==> config.mk <==
export PLATFORM = sky130hd
export DESIGN_NAME = muldiv_ctrl_flat
export DESIGN_NICKNAME = d
export VERILOG_FILES = /design/src/rtl/muldiv_pkg.sv /design/src/rtl/muldiv_ctrl_if.sv /design/src/rtl/hilo_regs.sv /design/src/rtl/muldiv_ctrl.sv /design/src/flat_wrapper.sv
export SDC_FILE = /design/constraint.sdc
export NUM_CORES = 1
export LEC_CHECK = 0
export BUFFER_PORTS_ARGS = -buffer_cell sky130_fd_sc_hd__buf_2
export CAP_MARGIN = 0
export CORE_AREA = 2 2 166 168
export DETAILED_ROUTE_END_ITERATION = 10
export DIE_AREA = 0 0 168 170
export HOLD_SLACK_MARGIN = 0.02
export PLACE_DENSITY = 0.59
export SKIP_CTS_REPAIR_TIMING = 1
export SLEW_MARGIN = 20
export SYNTH_ARGS = -nofsm -noshare
export SYNTH_HDL_FRONTEND = slang
export SYNTH_SLANG_ARGS = --single-unit
==> constraint.sdc <==
create_clock -name clk -period 9.65 [get_ports clk]
set_input_delay 1.4475 -clock clk [delete_from_list [all_inputs] [get_ports clk]]
set_output_delay 1.4475 -clock clk [all_outputs]
set_load 0.005 [all_outputs]
==> src/rtl/muldiv_pkg.sv <==
// Shared definitions for the multiply/divide sequencer: FSM encoding,
// operation/register selectors and the default watchdog length.
package muldiv_pkg;

  typedef enum logic [1:0] {
    ST_IDLE      = 2'b00,
    ST_LAUNCH    = 2'b01,
    ST_WAIT_MULT = 2'b10,
    ST_WAIT_DIV  = 2'b11
  } state_t;

  localparam logic OP_MULT = 1'b0;
  localparam logic OP_DIV  = 1'b1;

  localparam logic HILO_LO = 1'b0;
  localparam logic HILO_HI = 1'b1;

  localparam int DEFAULT_TIMEOUT = 64;

endpackage

==> src/rtl/muldiv_ctrl_if.sv <==
// Bundle of control-unit requests, multiplier/divider handshakes and HI/LO
// results; the sequencer takes the slave side.
interface muldiv_ctrl_if;

  logic        op_start;
  logic        op_sel;
  logic [31:0] rs_val;
  logic [31:0] rt_val;

  logic        mult_ctrl;
  logic [31:0] mult_a;
  logic [31:0] mult_b;
  logic [31:0] mult_hi;
  logic [31:0] mult_lo;
  logic        mult_end;

  logic        div_ctrl;
  logic [31:0] div_a;
  logic [31:0] div_b;
  logic [31:0] div_hi;
  logic [31:0] div_lo;
  logic        div_end;

  logic        hilo_wr;
  logic        hilo_sel;
  logic [31:0] hilo_wdata;

  logic [31:0] hi;
  logic [31:0] lo;
  logic        busy;
  logic        done;
  logic        div_zero;
  logic        timeout_err;

  modport slave (
    input  op_start, op_sel, rs_val, rt_val,
    input  mult_hi, mult_lo, mult_end,
    input  div_hi, div_lo, div_end,
    input  hilo_wr, hilo_sel, hilo_wdata,
    output mult_ctrl, mult_a, mult_b,
    output div_ctrl, div_a, div_b,
    output hi, lo, busy, done, div_zero, timeout_err
  );

  modport master (
    output op_start, op_sel, rs_val, rt_val,
    output mult_hi, mult_lo, mult_end,
    output div_hi, div_lo, div_end,
    output hilo_wr, hilo_sel, hilo_wdata,
    input  mult_ctrl, mult_a, mult_b,
    input  div_ctrl, div_a, div_b,
    input  hi, lo, busy, done, div_zero, timeout_err
  );

endinterface

==> src/rtl/hilo_regs.sv <==
// Architectural HI/LO pair. A unit commit writes both registers and wins
// over a single-register MTHI/MTLO write in the same cycle.
module hilo_regs
  import muldiv_pkg::*;
(
  input  logic        clk,
  input  logic        rst,
  input  logic        i_commit,
  input  logic [31:0] i_commit_hi,
  input  logic [31:0] i_commit_lo,
  input  logic        i_wr,
  input  logic        i_wr_sel,
  input  logic [31:0] i_wdata,
  output logic [31:0] o_hi,
  output logic [31:0] o_lo
);

  logic [31:0] r_hi;
  logic [31:0] r_lo;

  always_ff @(posedge clk or posedge rst) begin
    if (rst) begin
      r_hi <= '0;
      r_lo <= '0;
    end else if (i_commit) begin
      r_hi <= i_commit_hi;
      r_lo <= i_commit_lo;
    end else if (i_wr) begin
      case (i_wr_sel)
        HILO_HI: r_hi <= i_wdata;
        HILO_LO: r_lo <= i_wdata;
        default: ;
      endcase
    end
  end

  assign o_hi = r_hi;
  assign o_lo = r_lo;

endmodule

==> src/rtl/muldiv_ctrl.sv <==
// Sequencer that launches one MULT/DIV at a time, waits for the unit's end
// flag under a watchdog, and commits the result into HI/LO.
module muldiv_ctrl
  import muldiv_pkg::*;
#(
  parameter int TIMEOUT = DEFAULT_TIMEOUT
) (
  input  logic          clk,
  input  logic          rst,
  muldiv_ctrl_if.slave  bus
);

  localparam int             CW       = $clog2(TIMEOUT + 1);
  localparam logic [CW-1:0]  CNT_LAST = CW'(TIMEOUT - 1);

  state_t        r_state, w_state_nxt;
  logic [CW-1:0] r_count, w_count_nxt;
  logic          r_busy, w_busy_nxt;
  logic          r_mult_ctrl, w_mult_ctrl_nxt;
  logic          r_div_ctrl, w_div_ctrl_nxt;
  logic          r_done, w_done_nxt;
  logic          r_div_zero, w_div_zero_nxt;
  logic          r_timeout, w_timeout_nxt;
  logic [31:0]   r_mult_a, r_mult_b, r_div_a, r_div_b;
  logic          w_latch_mult, w_latch_div, w_commit, w_end, w_hilo_we;
  logic [31:0]   w_commit_hi, w_commit_lo;

  always_ff @(posedge clk or posedge rst) begin
    if (rst) r_state <= ST_IDLE;
    else     r_state <= w_state_nxt;
  end

  // Only the unit that was launched is listened to; a stale end from an
  // earlier operation cannot be seen here because end is read in WAIT only.
  assign w_end       = (r_state == ST_WAIT_DIV) ? bus.div_end : bus.mult_end;
  assign w_commit_hi = (r_state == ST_WAIT_DIV) ? bus.div_hi  : bus.mult_hi;
  assign w_commit_lo = (r_state == ST_WAIT_DIV) ? bus.div_lo  : bus.mult_lo;

  always_comb begin
    w_state_nxt     = r_state;
    w_count_nxt     = r_count;
    w_busy_nxt      = r_busy;
    w_mult_ctrl_nxt = 1'b0;
    w_div_ctrl_nxt  = 1'b0;
    w_done_nxt      = 1'b0;
    w_div_zero_nxt  = 1'b0;
    w_timeout_nxt   = 1'b0;
    w_latch_mult    = 1'b0;
    w_latch_div     = 1'b0;
    w_commit        = 1'b0;
    case (r_state)
      ST_IDLE: begin
        if (bus.op_start) begin
          if (bus.op_sel == OP_DIV) begin
            if (bus.rt_val == '0) begin
              w_div_zero_nxt = 1'b1;
            end else begin
              w_latch_div    = 1'b1;
              w_div_ctrl_nxt = 1'b1;
              w_busy_nxt     = 1'b1;
              w_state_nxt    = ST_LAUNCH;
            end
          end else begin
            w_latch_mult    = 1'b1;
            w_mult_ctrl_nxt = 1'b1;
            w_busy_nxt      = 1'b1;
            w_state_nxt     = ST_LAUNCH;
          end
        end
      end
      ST_LAUNCH: begin
        w_state_nxt = r_div_ctrl ? ST_WAIT_DIV : ST_WAIT_MULT;
        w_count_nxt = '0;
      end
      ST_WAIT_MULT, ST_WAIT_DIV: begin
        if (w_end) begin
          w_commit    = 1'b1;
          w_done_nxt  = 1'b1;
          w_busy_nxt  = 1'b0;
          w_state_nxt = ST_IDLE;
        end else if (r_count == CNT_LAST) begin
          w_timeout_nxt = 1'b1;
          w_busy_nxt    = 1'b0;
          w_state_nxt   = ST_IDLE;
        end else begin
          w_count_nxt = r_count + CW'(1);
        end
      end
      default: w_state_nxt = ST_IDLE;
    endcase
  end

  always_ff @(posedge clk or posedge rst) begin
    if (rst) begin
      r_count     <= '0;
      r_busy      <= 1'b0;
      r_mult_ctrl <= 1'b0;
      r_div_ctrl  <= 1'b0;
      r_done      <= 1'b0;
      r_div_zero  <= 1'b0;
      r_timeout   <= 1'b0;
    end else begin
      r_count     <= w_count_nxt;
      r_busy      <= w_busy_nxt;
      r_mult_ctrl <= w_mult_ctrl_nxt;
      r_div_ctrl  <= w_div_ctrl_nxt;
      r_done      <= w_done_nxt;
      r_div_zero  <= w_div_zero_nxt;
      r_timeout   <= w_timeout_nxt;
    end
  end

  always_ff @(posedge clk or posedge rst) begin
    if (rst) begin
      r_mult_a <= '0;
      r_mult_b <= '0;
      r_div_a  <= '0;
      r_div_b  <= '0;
    end else begin
      if (w_latch_mult) begin
        r_mult_a <= bus.rs_val;
        r_mult_b <= bus.rt_val;
      end
      if (w_latch_div) begin
        r_div_a <= bus.rs_val;
        r_div_b <= bus.rt_val;
      end
    end
  end

  // MTHI/MTLO is gated by the registered stall, so it still lands in the
  // same cycle as a new op_start.
  assign w_hilo_we = bus.hilo_wr & ~r_busy;

  hilo_regs u_hilo (
    .clk         (clk),
    .rst         (rst),
    .i_commit    (w_commit),
    .i_commit_hi (w_commit_hi),
    .i_commit_lo (w_commit_lo),
    .i_wr        (w_hilo_we),
    .i_wr_sel    (bus.hilo_sel),
    .i_wdata     (bus.hilo_wdata),
    .o_hi        (bus.hi),
    .o_lo        (bus.lo)
  );

  assign bus.mult_ctrl   = r_mult_ctrl;
  assign bus.mult_a      = r_mult_a;
  assign bus.mult_b      = r_mult_b;
  assign bus.div_ctrl    = r_div_ctrl;
  assign bus.div_a       = r_div_a;
  assign bus.div_b       = r_div_b;
  assign bus.busy        = r_busy;
  assign bus.done        = r_done;
  assign bus.div_zero    = r_div_zero;
  assign bus.timeout_err = r_timeout;

endmodule

==> src/flat_wrapper.sv <==
// flat-port wrapper written by rule: the top's interface ports become plain ports
module muldiv_ctrl_flat import muldiv_pkg::*;
#(
  parameter int TIMEOUT = DEFAULT_TIMEOUT
)
  (clk, rst, bus_op_start, bus_op_sel, bus_rs_val, bus_rt_val, bus_mult_hi, bus_mult_lo, bus_mult_end, bus_div_hi, bus_div_lo, bus_div_end, bus_hilo_wr, bus_hilo_sel, bus_hilo_wdata, bus_mult_ctrl, bus_mult_a, bus_mult_b, bus_div_ctrl, bus_div_a, bus_div_b, bus_hi, bus_lo, bus_busy, bus_done, bus_div_zero, bus_timeout_err);
  muldiv_ctrl_if bus_i ();
  input  logic clk;
  input  logic rst;
  input wire logic [$bits(bus_i.op_start)-1:0] bus_op_start;
  input wire logic [$bits(bus_i.op_sel)-1:0] bus_op_sel;
  input wire logic [$bits(bus_i.rs_val)-1:0] bus_rs_val;
  input wire logic [$bits(bus_i.rt_val)-1:0] bus_rt_val;
  input wire logic [$bits(bus_i.mult_hi)-1:0] bus_mult_hi;
  input wire logic [$bits(bus_i.mult_lo)-1:0] bus_mult_lo;
  input wire logic [$bits(bus_i.mult_end)-1:0] bus_mult_end;
  input wire logic [$bits(bus_i.div_hi)-1:0] bus_div_hi;
  input wire logic [$bits(bus_i.div_lo)-1:0] bus_div_lo;
  input wire logic [$bits(bus_i.div_end)-1:0] bus_div_end;
  input wire logic [$bits(bus_i.hilo_wr)-1:0] bus_hilo_wr;
  input wire logic [$bits(bus_i.hilo_sel)-1:0] bus_hilo_sel;
  input wire logic [$bits(bus_i.hilo_wdata)-1:0] bus_hilo_wdata;
  output wire logic [$bits(bus_i.mult_ctrl)-1:0] bus_mult_ctrl;
  output wire logic [$bits(bus_i.mult_a)-1:0] bus_mult_a;
  output wire logic [$bits(bus_i.mult_b)-1:0] bus_mult_b;
  output wire logic [$bits(bus_i.div_ctrl)-1:0] bus_div_ctrl;
  output wire logic [$bits(bus_i.div_a)-1:0] bus_div_a;
  output wire logic [$bits(bus_i.div_b)-1:0] bus_div_b;
  output wire logic [$bits(bus_i.hi)-1:0] bus_hi;
  output wire logic [$bits(bus_i.lo)-1:0] bus_lo;
  output wire logic [$bits(bus_i.busy)-1:0] bus_busy;
  output wire logic [$bits(bus_i.done)-1:0] bus_done;
  output wire logic [$bits(bus_i.div_zero)-1:0] bus_div_zero;
  output wire logic [$bits(bus_i.timeout_err)-1:0] bus_timeout_err;
  assign bus_i.op_start = bus_op_start;
  assign bus_i.op_sel = bus_op_sel;
  assign bus_i.rs_val = bus_rs_val;
  assign bus_i.rt_val = bus_rt_val;
  assign bus_i.mult_hi = bus_mult_hi;
  assign bus_i.mult_lo = bus_mult_lo;
  assign bus_i.mult_end = bus_mult_end;
  assign bus_i.div_hi = bus_div_hi;
  assign bus_i.div_lo = bus_div_lo;
  assign bus_i.div_end = bus_div_end;
  assign bus_i.hilo_wr = bus_hilo_wr;
  assign bus_i.hilo_sel = bus_hilo_sel;
  assign bus_i.hilo_wdata = bus_hilo_wdata;
  assign bus_mult_ctrl = bus_i.mult_ctrl;
  assign bus_mult_a = bus_i.mult_a;
  assign bus_mult_b = bus_i.mult_b;
  assign bus_div_ctrl = bus_i.div_ctrl;
  assign bus_div_a = bus_i.div_a;
  assign bus_div_b = bus_i.div_b;
  assign bus_hi = bus_i.hi;
  assign bus_lo = bus_i.lo;
  assign bus_busy = bus_i.busy;
  assign bus_done = bus_i.done;
  assign bus_div_zero = bus_i.div_zero;
  assign bus_timeout_err = bus_i.timeout_err;
  muldiv_ctrl #(.TIMEOUT(TIMEOUT)) u_core (.clk(clk), .rst(rst), .bus(bus_i));
endmodule
Word level (Yosys, flattened, before mapping)
Index checks and enable logic that the tools add are counted.

Output and inout bits: 198. Register bits: 207. Input bits: 232.

Equal/unequal tests: 10. $add $sub $neg: 1. Bitwise operators: 2. Mux-type cells: 41. Reduce and logical (&&, ||, !) cells: 12.

Operators by type and width (count): $mux W32 (8); $logic_not A32 Y1 (1); $mux W1 (23); $mux W7 (2); $pmux W7 S2 (1); $mux W2 (5); $reduce_bool A2 Y1 (4); $add A7 B1 Y7 const B (1); $eq A7 B6 Y1 const B (1); $ne A2 B2 Y1 const B (3); $pmux W2 S3 (1); $reduce_and A3 Y1 (2); $eq A2 B2 Y1 const B (2); $reduce_and A2 Y1 (2); $reduce_and A4 Y1 (1); $ne A3 B1 Y1 const B (1); $ne A3 B3 Y1 const B (1); $eq A2 B1 Y1 const B (1); $logic_not A2 Y1 (1); $ne A2 B1 Y1 const B (1); $pmux W1 S2 (1); $reduce_or A2 Y1 (1); $and A1 B1 Y1 (1); $not A1 Y1 (1).

Depth between registers and ports, before layout
Gate-level depths: netlist of the first run.

Word-level depth: 6. Mapped depth: 7. Gate-level depth less buffers: 5.

Modules after synthesis
A second synthesis of the first run with hierarchy kept.

Cell total of the unflattened synthesis: 758. Area total of the unflattened synthesis: 10181.0 um^2.

Modules (own cells, without submodules): muldiv_ctrl (area an instance 6581.3 um^2, instances 1, seq. area each 3578.4 um^2, cells an instance 426); hilo_regs (area an instance 3599.7 um^2, instances 1, seq. area each 1601.5 um^2, cells an instance 332).

Worst setup path before layout of the first run
OpenSTA, ideal clock, no wires.

Kind: input to register. Start: input port bus_rt_val[25]. End: register u_core.r_div_a[10], in the netlist u_core.bus.div_a[10]. Path buffers: 2. Setup time: 0.127 ns. Data arrival time: 2.724 ns. Stages: 6. Slack: 6.799 ns. Path through: nor4_1 > nand4_1 > o2111ai_2 > buf_6 > buf_6 > mux2_1.

Cells in the longest elaborated chain, start to end: 5.

RTL lines: start: declaration (line flat_wrapper.sv:13) `input wire logic [$bits(bus_i.rt_val)-1:0] bus_rt_val;`; $logic_not A32 Y1 (line muldiv_ctrl.sv:55) `if (bus.rt_val == '0) begin`; $mux W1 (line muldiv_ctrl.sv:55); $mux W1 (line muldiv_ctrl.sv:54) `if (bus.op_sel == OP_DIV) begin`; $mux W1 (line muldiv_ctrl.sv:53) `if (bus.op_start) begin`; $mux W1 (line muldiv_ctrl.sv:51) `case (r_state)`; end signal: assignment (line muldiv_ctrl.sv:125) `r_div_a <= bus.rs_val;`; end: declaration (line muldiv_ctrl.sv:24) `logic [31:0] r_mult_a, r_mult_b, r_div_a, r_div_b;`.

Every way passes these cells. A chain may end at the register's enable or synchronous reset.

Final worst setup path of the first run
Start: input port bus_rt_val[28]. End: register u_core.r_div_a[31], in the netlist u_core.bus.div_a[31].

The elaborated chain is that of the path after synthesis.

==> results of run 1 <==
[through the flow]
| step | setup slack, ps | area, sq um | utilization, % | hold slack, ps |
|---|---|---|---|---|
| 2_1_floorplan | 2550 | 8890 | - | 477.2 |
| 3_3_place_gp | 5723 | 11280 | 42.34 | 469.2 |
| 3_5_place_dp | 5682 | 11280 | 42.34 | 475.4 |
| 4_1_cts | 6221 | 12060 | 45.26 | 489.5 |
| 5_1_grt | 6096 | 12110 | 45.44 | 501.7 |
| 6_report | 6238 | 12110 | 45.45 | 483.3 |
[final timing paths]
path	end	cells after the start	slack (ps)	from
max in group asynchronous	u_core.bus.div_a[7]$_DFFE_PP0P_	3	7450	rst
hold / removal	u_core.bus.div_a[15]$_DFFE_PP0P_	1	480	u_core.bus.div_a[15]$_DFFE_PP0P_
hold reg to reg	u_core.bus.div_a[15]$_DFFE_PP0P_	1	480	u_core.bus.div_a[15]$_DFFE_PP0P_
setup / recovery	u_core.bus.div_a[31]$_DFFE_PP0P_	6	6240	bus_rt_val[28]
min in group asynchronous	u_core.bus.timeout_err$_DFF_PP0_	2	1030	rst
setup reg to reg	u_core.u_hilo.o_hi[17]$_DFFE_PP0P_	5	6700	u_core.r_state[1]$_DFFE_PP0P_
[area by class of cell]
type	instances	area, sq um
Clock inverter	12	140.1
Inverter	7	33.78
Multi-Input combinational cell	386	3421
Tap cell	341	426.7
Clock buffer	29	638.1
Fill cell	2522	14540
Sequential cell	207	5180
Timing Repair Buffer	440	2250
Antenna cell	9	22.52
[routing by layer]
metal / share of wire [%] / global-route usage (%) / up-vias
met2: 46 / 31.10 / 333
li1: - / - / 3314
met3: 10 / 7.256 / 59
met5: 0.14 / 0 / -
met1: 40 / 24.29 / 3496
met4: 3.0 / 7.448 / 6
[synthesized netlist by cell type (2+ instances only)]
cell      count  area, sq um
o211ai_1      5        37.54
xnor2_1       2        17.52
mux2_1       49        551.8
nor2_1        4        15.01
a21oi_1       4        20.02
o221ai_1     63        551.8
buf_2        15        75.07
clkbuf_1     23        86.33
a22o_1        2        17.52
o21ai_0      64        320.3
nand4_1       4        25.02
dfrtp_1     207         5180
buf_6        11        123.9
nand2_1      13        48.80
nand3_1       3        15.01
mux2i_1      65        650.6
nand2b_1      2        12.51
mux2_2       79        889.6
o311ai_0      2        17.52
inv_1         7        26.28
nor4_1        9        56.30
[report_power, final]
part	total, mW	internal [mW]	switching (mW)
sequential	1.53	1.29	0.236
combinational	1.36	0.676	0.685
clock	0.903	0.547	0.356
[cell families after synthesis]
kind of cell    after synthesis  share of synthesized area (%)
flops                       207                          58.27
buf+inv                      59                          3.687
fa+ha+maj                     1                         0.1407
mux                         193                          23.53
xor+xnor                      2                         0.1971
simple gates                 42                          2.491
compound gates              148                          11.68
[critical path: stages]
cell and delay, ps:
buf_2 120, nor4_1 460, nand4_1 320, o2111ai_4 260, buf_4 730, mux2_2 410
[registers in the layout (all words and copies together), names as in the netlist]
name	cells
u_core.r_state	2
u_core.bus.div_zero	1
u_core.r_count	7
u_core.bus.timeout_err	1
u_core.u_hilo.o_lo	32
u_core.u_hilo.o_hi	32
u_core.bus.done	1
u_core.bus.div_a	32
u_core.bus.mult_b	32
u_core.bus.div_ctrl	1
u_core.bus.busy	1
u_core.bus.div_b	32
u_core.bus.mult_a	32
u_core.bus.mult_ctrl	1
[cells in the final DEF (no fill, tap or decap), types with 2 or more instances in the layout]
| master | count |
|---|---|
| clkinv_2 | 7 |
| nand2b_1 | 2 |
| o211ai_1 | 5 |
| buf_4 | 10 |
| a22o_1 | 2 |
| o21ai_0 | 64 |
| nor2_4 | 3 |
| o311ai_0 | 2 |
| mux2_2 | 79 |
| nor4_1 | 9 |
| buf_2 | 429 |
| dfrtp_1 | 207 |
| diode_2 | 9 |
| nand3_1 | 3 |
| mux2i_1 | 65 |
| clkinvlp_4 | 2 |
| clkbuf_8 | 4 |
| o221ai_1 | 63 |
| mux2_1 | 49 |
| bufinv_16 | 3 |
| nand2_1 | 13 |
| xnor2_1 | 2 |
| a21oi_1 | 4 |
| inv_1 | 5 |
| clkbuf_16 | 23 |
| nand4_1 | 4 |
| clkbuf_1 | 2 |
==> flow_summary.toml, run 1 <==
[grt]
gr-total-overflow = 0
grt_pass1_vias = 7451
grt_usage_pct = 19.54
grt_max_degree = 109
grt_antenna_before_repair = 12
grt_first_pass_wirelength_mm = 43.58

[worst_setup_path]
cp.required_ps = 10040
critPathLaunchType = "input port"
critPathMaxFanout = 65
criticalPathCategory = "in -> reg"
end_kind = "register"
crit_arrival_ps = 3800

[floorplan]
fp.dieH_microns = 170
initial_core_util_pct = 33.36
die_area_sq_mm = 0.02856
io_pins = 430
core.rowCount = 60
coreArea_sq_mm = 0.02665
die_w_microns = 168

[clock_network]
htree_levels = 1
insertion_delay_ps = 510
clockBufferDepth = 3
path_clk_slew_ps = 60
cts_root_buffer = "clkbuf_16"
cts_sinks = 207
cts_tree = "done"
cts_buffers = 23

[synthesis]
syn_area_sq_mm = 0.008890
ys_seq_area_share_pct = 58.27
yosys_most_used_dff = "dfrtp_1"
syn_inst = 652
syn_area_per_cell_sq_um = 13.63
synth-async-reset-ratio_pct = 100.0
yosysWarnings = 0
yosysUniqueCellTypes = 40
syn-num-nets = 885
yosys_register_bits = 207
synth-edff-count = 0

[pwr]
ir_drop_v = 0.0001922
total_power_mw = 3.794
p_per_area_mw_per_mm2 = 313.3
leakagePower_nw = 5.842

[drt]
wl_per_cell_microns = 20.45
vias = 7208
first_pass_iters = 4
drt_wl_total_mm = 29.26
drtIter0Drc = 433
via_per_inst = 5.037
drc = 0
ant_nets = 0

[timing]
timing.final.crit_share_pct = 35.35
drv_slew = 0
finClkSkew_ps = 7.033
final.setup.tns_ps = 0
fin_crit_ps = 3412
hold_viol = 0
grt_setup_unrepaired = "false"
worst_pin_slew_ps = 1060
max_slew_margin_pct = 29.11
setup-violations-final = 0
clock.fmax_mhz = 293.1

[placed_design]
hpwlAfterDp_mm = 21.42
place.gp.congestion = 0.8650
place_inst = 1380
io_buffers = 429

[cells_and_area]
fin_cells = 1431
nets = 1298
area_growth_pct = 36.24
drive_gt1_share_pct = 52.54

[run]
drv_cap = 0

[min_path]
holdCritPathClass = "reg -> reg"

[status]
status = "finished clean"
Note: power is estimated with default switching activity, not from simulation.
==> run 2, diff against run 1 <==
ABC_AREA = 1   (was default)
clock period = 3.3 ns   (was 9.65 ns; I/O delays follow)
==> flow_summary.toml, run 2 <==
[placed_design]
io_buffers = 429
hpwlAfterDp_mm = 22.91
pre_cts_ws_ps = 836.6
place.gp.congestion = 0.8754

[floorplan]
die_area_sq_mm = 0.02856
coreArea_sq_mm = 0.02665
fp.dieH_microns = 170
core.rowCount = 60
io_pins = 430
die_w_microns = 168
initial_core_util_pct = 33.23

[synthesis]
synth-async-reset-ratio_pct = 100.0
synth-edff-count = 0
synth_area_leaders = "dfrtp_1, nand2_1, o21ai_0"
yosysWarnings = 0
yosysTopAreaCell = "dfrtp_1"
yosysTopAreaCellShare_pct = 58.48
yosysUniqueCellTypes = 29
yosys_most_used_dff = "dfrtp_1"
syn_area_per_cell_sq_um = 8.866
yosys_register_bits = 207
syn-num-nets = 1232
syn_inst = 999
syn_area_sq_mm = 0.008857
synthTopCellsByCount = "nand2_1, dfrtp_1, o21ai_0"
synth.most_common_cell = "nand2_1"
ys_seq_area_share_pct = 58.48

[pwr]
p_per_area_mw_per_mm2 = 924.5
leakagePower_nw = 6.526
ir_drop_v = 0.0004709

[cells_and_area]
drive_gt1_share_pct = 35.09
nets = 1641
layout_common_cells = "buf_2, nand2_1, dfrtp_1"
area_growth_pct = 37.34
final_common_cell = "buf_2"
nFillCells = 2642

[timing]
clock.fmax_mhz = 445.0
max_slew_margin_pct = 38.08
worst_pin_slew_ps = 928.9
finClkSkew_ps = 12.99
hold_viol = 0
grt_setup_unrepaired = "false"
setup-violations-final = 0
fin_crit_ps = 2247
timing.final.crit_share_pct = 68.09
final.setup.tns_ps = 0
hold_ws_ps = 28.39
setup_ws_ps = 1053
drv_slew = 0

[clock_network]
insertion_delay_ps = 520
cts_tree = "done"
htree_levels = 1
clockBufferDepth = 3
cts_buffers = 23
path_clk_slew_ps = 60
cts_root_buffer = "clkbuf_16"
cts_sinks = 207

[run]
drv_cap = 0

[worst_setup_path]
cp_top_family = "simple AND/OR/NAND/NOR gates"
r2r_end = "u_core.u_hilo.o_lo[9]$_DFFE_PP0P_"
criticalPathCategory = "reg -> reg"
path_cells = "nand2_2, nand2_1, nand2_2, nand2_4, nand2_4, inv_2, nand2_1, o211ai_1"
r2r-start = "u_core.r_state[1]$_DFFE_PP0P_"
end_kind = "register"
cp.required_ps = 3720
critPathLaunchType = "register"
cpMaxStageDelayCell = "dfrtp_1"
r2r_cells = 8
crit_arrival_ps = 2670
critPathMaxFanout = 30
regToRegSetupSlack_ps = 1050
crit_buf_inv = 1
critPathMaxStageDelay_ps = 520

[drt]
drt_wl_total_mm = 31.14
via_per_inst = 4.859
first_pass_iters = 4
wl_per_cell_microns = 17.60
vias = 8596
drc = 0
drtIter0Drc = 473
ant_nets = 0

[grt]
grt_max_degree = 129
gr-total-overflow = 0
grt_antenna_before_repair = 5
grt_usage_pct = 20.93
grt_pass1_vias = 8603
grt_first_pass_wirelength_mm = 47.27

[min_path]
holdCritPathClass = "in -> async"

[status]
status = "finished clean"
[run 2: cells by family after synthesis]
logic type      count (synthesis)  share of synthesized area, %
fa+ha+maj                       1                        0.1412
flops                         207                         58.48
simple gates                  357                         15.76
compound gates                265                         18.07
buf+inv                       168                         7.445
xor+xnor                        1                       0.09890
[run 2: worst max-delay path by stage]
stage,slack (ps),end,cells past startpoint,start
after floorplan,120,u_core.bus.busy$_DFFE_PP0P_,1,rst
after global placement,880,u_core.bus.div_b[18]$_DFFE_PP0P_,10,bus_rt_val[27]
after detailed placement,840,u_core.bus.div_b[13]$_DFFE_PP0P_,10,bus_rt_val[21]
after CTS,1010,u_core.u_hilo.o_lo[9]$_DFFE_PP0P_,8,u_core.r_state[1]$_DFFE_PP0P_
after global routing,800,u_core.u_hilo.o_lo[10]$_DFFE_PP0P_,8,u_core.r_state[1]$_DFFE_PP0P_
final,1050,u_core.u_hilo.o_lo[9]$_DFFE_PP0P_,8,u_core.r_state[1]$_DFFE_PP0P_
[run 2: layer usage]
metal  wire length, microns  global-route usage, %  part of all wire, %
met1                  12600                  25.47                   40
met2                  14480                  34.75                   46
met3                   2923                  7.093                  9.4
met4                   1097                  7.448                  3.5
met5                     40                      0                 0.13
[run 2: cell type report]
class / instances / area (sq um) / share of cell area (%)
Inverter: 108 / 410.4 / 3.374
Sequential cell: 207 / 5180 / 42.58
Tap cell: 341 / 426.7 / 3.507
Timing Repair Buffer: 444 / 2301 / 18.92
Clock buffer: 34 / 686.9 / 5.647
Multi-Input combinational cell: 624 / 3030 / 24.91
Antenna cell: 3 / 7.507 / 0.06172
Clock inverter: 8 / 121.4 / 0.9977
[run 2: metrics by stage]
step / std cells / utilization [%] / power (mW) / area, sq um
floorplan: 999 / - / 6.454 / 8861
global placement: 1724 / 42.57 / 8.488 / 11340
detailed placement: 1724 / 42.57 / 8.571 / 11340
CTS: 1766 / 45.60 / 11.39 / 12150
global route: 1768 / 45.63 / 12.08 / 12160
finish: 1769 / 45.64 / 11.25 / 12160
[run 2: where the power goes]
group	switching [mW]	internal (mW)
registers	0.658	3.71
clock network	1.07	1.67
logic	2.42	1.72
total	4.14	7.10
[run 2: worst register-to-register path: stages (launching register included)]
cell      delay, ps
dfrtp_1         520
nand2_2         130
nand2_1         150
nand2_2         110
nand2_4         250
nand2_4         230
inv_2           520
nand2_1         120
o211ai_1        130
